<file path="config.mk">
export PLATFORM = sky130hd
export DESIGN_NAME = iter_divider
export DESIGN_NICKNAME = d
export VERILOG_FILES = /design/src/rtl/div_pkg.sv /design/src/rtl/div_step.sv /design/src/rtl/iter_divider.sv
export SDC_FILE = /design/constraint.sdc
export NUM_CORES = 1
export LEC_CHECK = 0
export ABC_AREA = 1
export BUFFER_PORTS_ARGS = -buffer_cell sky130_fd_sc_hd__buf_2
export CORE_ASPECT_RATIO = 0.75
export CORE_MARGIN = 1
export CORE_UTILIZATION = 54
export CTS_CLUSTER_SIZE = 25
export DETAILED_ROUTE_END_ITERATION = 16
export GPL_TIMING_DRIVEN = 0
export HOLD_SLACK_MARGIN = 0.08
export PLACE_DENSITY = 0.88
export SKIP_LAST_GASP = 1
export SYNTH_ARGS = -nofsm -noshare
export SYNTH_HDL_FRONTEND = slang
export SYNTH_SLANG_ARGS = --single-unit
</file>
<file path="constraint.sdc">
create_clock -name clk -period 2 [get_ports clk]
set_input_delay 0.2 -clock clk [delete_from_list [all_inputs] [get_ports clk]]
set_output_delay 0.2 -clock clk [all_outputs]
set_load 0.05 [all_outputs]
</file>
<file path="src/rtl/div_pkg.sv">
// Shared types and constants for the iterative restoring divider.
package div_pkg;

  localparam int DIV_WIDTH = 16;
  localparam int DIV_CNT_W = 5;

  localparam logic [DIV_WIDTH-1:0] DIV_ZERO_QUO = {DIV_WIDTH{1'b1}};
  localparam logic [DIV_WIDTH-1:0] DIV_SMIN     = {1'b1, {(DIV_WIDTH-1){1'b0}}};

  typedef enum logic [1:0] {
    IDLE,
    RUN,
    FIX
  } div_state_t;

endpackage

</file>
<file path="src/rtl/div_step.sv">
// One restoring-division iteration: shift {rem,quo} left, trial-subtract the divisor, keep or restore.
module div_step
  import div_pkg::*;
#(
  parameter int WIDTH = DIV_WIDTH
) (
  input  logic [WIDTH-1:0] rem_i,
  input  logic [WIDTH-1:0] quo_i,
  input  logic [WIDTH-1:0] dvsr_i,
  output logic [WIDTH-1:0] rem_next_o,
  output logic [WIDTH-1:0] quo_next_o
);

  logic [WIDTH:0] shifted;
  logic [WIDTH:0] trial;
  logic           fits;

  // The partial remainder stays below the divisor, so after a failed trial it still fits WIDTH bits.
  always_comb begin
    shifted    = {rem_i, quo_i[WIDTH-1]};
    trial      = shifted - {1'b0, dvsr_i};
    fits       = (shifted >= {1'b0, dvsr_i});
    rem_next_o = fits ? trial[WIDTH-1:0] : shifted[WIDTH-1:0];
    quo_next_o = {quo_i[WIDTH-2:0], fits};
  end

endmodule

</file>
<file path="src/rtl/iter_divider.sv">
// Multi-cycle signed/unsigned restoring divider: accept, WIDTH iterations, sign fix-up, done pulse.
module iter_divider
  import div_pkg::*;
#(
  parameter int WIDTH = DIV_WIDTH,
  parameter int CNT_W = DIV_CNT_W
) (
  input  logic             clk,
  input  logic             rst_n,
  input  logic             start_i,
  input  logic             isSigned_i,
  input  logic [WIDTH-1:0] dividend_i,
  input  logic [WIDTH-1:0] divisor_i,
  output logic             ready_o,
  output logic             busy_o,
  output logic             done_o,
  output logic [WIDTH-1:0] quotient_o,
  output logic [WIDTH-1:0] remainder_o,
  output logic             divZero_o,
  output logic             ovfl_o
);

  localparam logic [WIDTH-1:0] ALL_ONES = {WIDTH{1'b1}};
  localparam logic [WIDTH-1:0] SMIN     = {1'b1, {(WIDTH-1){1'b0}}};
  localparam logic [CNT_W-1:0] LAST_IT  = CNT_W'(WIDTH-1);

  div_state_t       state_q, state_d;
  logic [CNT_W-1:0] cnt_q, cnt_d;
  logic [WIDTH-1:0] rem_q, rem_d;
  logic [WIDTH-1:0] quo_q, quo_d;
  logic [WIDTH-1:0] dvsr_q, dvsr_d;
  logic             signQuo_q, signQuo_d;
  logic             signRem_q, signRem_d;
  logic             zeroPend_q, zeroPend_d;
  logic             ovflPend_q, ovflPend_d;
  logic [WIDTH-1:0] quotient_q, quotient_d;
  logic [WIDTH-1:0] remainder_q, remainder_d;
  logic             divZero_q, divZero_d;
  logic             ovfl_q, ovfl_d;
  logic             done_q, done_d;

  logic             negDvd, negDvs;
  logic [WIDTH-1:0] stepRem, stepQuo;

  div_step #(.WIDTH(WIDTH)) u_step (
    .rem_i      (rem_q),
    .quo_i      (quo_q),
    .dvsr_i     (dvsr_q),
    .rem_next_o (stepRem),
    .quo_next_o (stepQuo)
  );

  always_comb begin
    state_d     = state_q;
    cnt_d       = cnt_q;
    rem_d       = rem_q;
    quo_d       = quo_q;
    dvsr_d      = dvsr_q;
    signQuo_d   = signQuo_q;
    signRem_d   = signRem_q;
    zeroPend_d  = zeroPend_q;
    ovflPend_d  = ovflPend_q;
    quotient_d  = quotient_q;
    remainder_d = remainder_q;
    divZero_d   = divZero_q;
    ovfl_d      = ovfl_q;
    done_d      = 1'b0;
    negDvd      = isSigned_i & dividend_i[WIDTH-1];
    negDvs      = isSigned_i & divisor_i[WIDTH-1];

    unique case (state_q)
      IDLE: begin
        if (start_i) begin
          // Magnitudes are plain unsigned values, so -SMIN = SMIN is still exact.
          quo_d       = negDvd ? -dividend_i : dividend_i;
          dvsr_d      = negDvs ? -divisor_i : divisor_i;
          rem_d       = '0;
          cnt_d       = '0;
          signQuo_d   = negDvd ^ negDvs;
          signRem_d   = negDvd;
          zeroPend_d  = (divisor_i == '0);
          ovflPend_d  = isSigned_i & (dividend_i == SMIN) & (divisor_i == ALL_ONES);
          quotient_d  = '0;
          remainder_d = '0;
          divZero_d   = 1'b0;
          ovfl_d      = 1'b0;
          state_d     = RUN;
          if (divisor_i == '0) begin
            quo_d     = ALL_ONES;
            rem_d     = dividend_i;
            signQuo_d = 1'b0;
            signRem_d = 1'b0;
            state_d   = FIX;
          end
        end
      end
      RUN: begin
        rem_d = stepRem;
        quo_d = stepQuo;
        cnt_d = cnt_q + CNT_W'(1);
        if (cnt_q == LAST_IT) state_d = FIX;
      end
      FIX: begin
        quotient_d  = signQuo_q ? -quo_q : quo_q;
        remainder_d = signRem_q ? -rem_q : rem_q;
        divZero_d   = zeroPend_q;
        ovfl_d      = ovflPend_q;
        done_d      = 1'b1;
        state_d     = IDLE;
      end
      default: state_d = IDLE;
    endcase
  end

  always_ff @(posedge clk or negedge rst_n) begin
    if (!rst_n) begin
      state_q     <= IDLE;
      cnt_q       <= '0;
      rem_q       <= '0;
      quo_q       <= '0;
      dvsr_q      <= '0;
      signQuo_q   <= 1'b0;
      signRem_q   <= 1'b0;
      zeroPend_q  <= 1'b0;
      ovflPend_q  <= 1'b0;
      quotient_q  <= '0;
      remainder_q <= '0;
      divZero_q   <= 1'b0;
      ovfl_q      <= 1'b0;
      done_q      <= 1'b0;
    end else begin
      state_q     <= state_d;
      cnt_q       <= cnt_d;
      rem_q       <= rem_d;
      quo_q       <= quo_d;
      dvsr_q      <= dvsr_d;
      signQuo_q   <= signQuo_d;
      signRem_q   <= signRem_d;
      zeroPend_q  <= zeroPend_d;
      ovflPend_q  <= ovflPend_d;
      quotient_q  <= quotient_d;
      remainder_q <= remainder_d;
      divZero_q   <= divZero_d;
      ovfl_q      <= ovfl_d;
      done_q      <= done_d;
    end
  end

  assign ready_o     = (state_q == IDLE);
  assign busy_o      = (state_q != IDLE);
  assign done_o      = done_q;
  assign quotient_o  = quotient_q;
  assign remainder_o = remainder_q;
  assign divZero_o   = divZero_q;
  assign ovfl_o      = ovfl_q;

endmodule
</file>
==> impl_metrics.yaml <==
sta:
  max_freq_mhz: 486
  max_slew_margin_pct: 58.0
  setup_slack_ns: -0.0574
  rsz0062_at_grt: "yes"
  clock_skew_ns: 0.0109
  hold_violations: 0
  worstMarginPinSlew_ns: 0.630
  setup_violations: 6
  finalCritPeriodShare_pct: 103
  post-route-min-period_ns: 2.06
  final-max-slew-violation-count: 0
worst_setup_path:
  cp_max_fo: 4
  path_class: "flop to flop"
  cp-end-kind: "flop"
  cpMostUsedCell: "nand3_2"
  critPathSlowestCell: "dfrtp_1"
  critPathLaunchType: "flop"
  crit_arrival_ns: 2.31
  critical-path-max-stage-delay_ns: 0.39
  cp_data_required_time_ns: 2.25
  r2r_slack_ns: -0.06
  crit_chain: "inv_2 -> ha_1 -> inv_2 -> fa_2 -> nand3_1 -> nand3_2 -> buf_4 -> xor2_2 -> nand3_2 -> nand3_2 -> nand2_1 -> inv_1"
cts:
  cts_sinks: 94
  clkTransAtPathRegs_ns: 0.07
  clk_latency_ns: 0.35
  htree_num_levels: 3
  cts_tree: "yes"
  cts_buffers: 9
  cts_buffer_depth: 2
  clockRootBuffer: "clkbuf_16"
floorplan:
  die_y_um: 98.2
  coreArea_um2: 11800
  die_area_um2: 12800
  die_x_um: 130
  start_util_pct: 56.4
  pin_count: 73
  rows: 34
finish:
  antennaDiodeCount: 0
  final_net_count: 1130
  fin_util_pct: 68.9
  syn_to_final_growth_pct: 22.1
  nFillCells: 999
  drive_gt1_share_pct: 23.3
  final_cell_area_um2: 8140
  layout.cells.non_filler: 1237
yosys:
  yosysMostFrequentCell: "nand2_1"
  async_flop_share_pct: 100
  synth.mux.area_fraction_pct: 0
  synth_top_family_by_area: "simple AND/OR/NAND/NOR gates"
  synth_top_area_share_pct: 35.3
  synth_area_leaders: "dfrtp_1 35%, nand2_1 13%, inv_1 7.1%"
  synth-simple-area-share_pct: 32.2
  synth-compound-area-share_pct: 14.0
  synth_seq_area_share_pct: 35.3
  syn-num-nets: 1021
  synth_edf_count: 0
  synth_xor_area_share_pct: 3.28
  yosys.area.top_type: "dfrtp_1"
  syn_avg_cell_area_um2: 6.94
  synth_fa_ha_area_share_pct: 4.62
  synth.cells.most_frequent: "235 x nand2_1, 127 x inv_1, 94 x dfrtp_1"
  yosysWarnings: 0
  synthFlopType: "dfrtp_1"
  synth_seq_cells: 94
  synth_cell_types: 45
  netlist_instances: 961
  synth_area_um2: 6670
placed_design:
  hpwlAfterDp_um: 14900
  dp_slack_ns: -0.241
  dp_cells: 1196
  dpl-instance-area_um2: 7260
  place.gp.congestion: 0.985
  portBuffers: 72
power_and_ir_drop:
  ir_drop_v: 0.000872
  powerDensity_nw_per_um2: 2030
  total_power_mw: 16.6
  leakagePower_nw: 4.12
routing:
  drt_iter0_drc: 831
  route.detailed.drc: 0
  antenna_left: 0
  vias: 7206
  wl_per_cell_um: 16.8
  wirelength_um: 20800
  avgViaCountPerCell: 5.83
  drt_first_pass_iters: 8
grt:
  grt_pass1_vias: 6428
  gr-total-overflow: 0
  grt_pass1_wl_um: 31900
  antenna_found_initial: 0
  grt_usage_pct: 32.6
  grt_start_max_net_pins: 51
flow_run:
  drv_cap: 0
run_status:
  status: "finished with violations"
  violations: "setup timing"
min_path:
  hold_path_class: "primary input to flop"
worst max-delay path: cells and delay by family, from the launching register on:
family | cells | cell delay (ns)
XOR/XNOR | 1 | 0.15
flip-flops | 1 | 0.39
AND/OR/NAND/NOR | 5 | 0.48
adder cells (fa/ha/maj) | 2 | 0.56
buffers and inverters | 4 | 0.36
routing by layer:
metal	global-route usage, %	vias to the layer above	share of wire (%)
li1	-	3362	-
met1	44.5	3296	41
met2	47.5	481	43
met3	11.8	67	13
met4	10.8	0	2.9
met5	0	-	0
final timing paths:
path / startpoint / endpoint / cells after the start
setup / recovery: quo_q[15] / rem_q[6] / 12
hold reg to reg: quotient_o[13] / quotient_o[13] / 2
setup reg to reg: quo_q[15] / rem_q[6] / 12
hold / removal: divisor_i[15] / signQuo_q / 2
max in group asynchronous: rst_n / rem_q[1] / 3
min in group asynchronous: rst_n / remainder_o[5] / 2
kinds of logic (layout without fill, tap and decap cells):
family | count (synthesis) | in the layout
AO/OA/AOI/OAI | 174 | 174
buffers and inverters | 175 | 288
flip-flops | 94 | 94
adder cells (fa/ha/maj) | 24 | 24
AND/OR/NAND/NOR | 469 | 470
XOR/XNOR | 25 | 25
where the power goes:
group          switching (mW)  internal [mW]  total [mW]
sequential              0.744           2.77        3.51
clock                   0.799          0.987        1.79
combinational            7.34           3.93        11.3
total                    8.88           7.69        16.6
flip-flops by register name, indices dropped and copies added (netlist names), 2 cells and up:
register,cells
dvsr_q,16
quo_q,16
quotient_o,16
rem_q,16
remainder_o,16
cnt_q,5
state_q,2
repair_timing:
item / 4_1_cts / 5_1_grt
hold endpoints to repair: 44 / 0
setup buffers: 10 / 12
hold buffers: 1 / 0
gates cloned: 0 / 2
pin swaps: 6 / 15
gates resized for setup: 38 / 41
endpoints found under the setup margin: 47 / 47
layout by cell type (no fill, tap or decap), drive strengths merged:
| master | netlist | final |
|---|---|---|
| dfrtp | 94 | 94 |
| nor2 | 90 | 90 |
| o21bai | 1 | 1 |
| o211ai | 4 | 4 |
| a21oi | 55 | 55 |
| o221ai | 3 | 3 |
| clkinvlp | 0 | 1 |
| xnor2 | 4 | 4 |
| and3 | 1 | 1 |
| nand3 | 70 | 70 |
| clkinv | 0 | 4 |
| nand3b | 3 | 3 |
| or2 | 5 | 5 |
| o21ai | 96 | 96 |
| ha | 23 | 23 |
| xor2 | 21 | 21 |
| fa | 1 | 1 |
| a22o | 1 | 1 |
| o21a | 1 | 1 |
| inv | 144 | 145 |
| o22ai | 6 | 6 |
| nor3 | 18 | 18 |
| nand4 | 35 | 35 |
| nand2 | 245 | 246 |
| nor4 | 1 | 1 |
| o31ai | 1 | 1 |
| a32o | 3 | 3 |
| clkbuf | 15 | 25 |
| a31oi | 3 | 3 |
| buf | 16 | 111 |
| bufinv | 0 | 1 |
| and2 | 1 | 1 |
| dlygate4sd3 | 0 | 1 |
layout make-up:
class,instances,area [um^2],share of cell area [%]
sequential,94,2370,29.1
timing repair buffer,97,616,7.56
clock inverter,7,85.1,1.04
multi-input combinational,693,3930,48.3
buffer,31,173,2.12
tap,162,203,2.49
inverter,144,541,6.64
clock buffer,9,225,2.77
per-stage QoR:
stage | hold slack [ns] | TNS [ns]
floorplan | -0.0956 | 0
global placement | 0.458 | -16.36
detailed placement | 0.238 | -4.62
CTS | 0.109 | -0.0325
global route | 0.129 | -1.59
finish | 0.115 | -0.143
(Power assumes the default switching activity.)
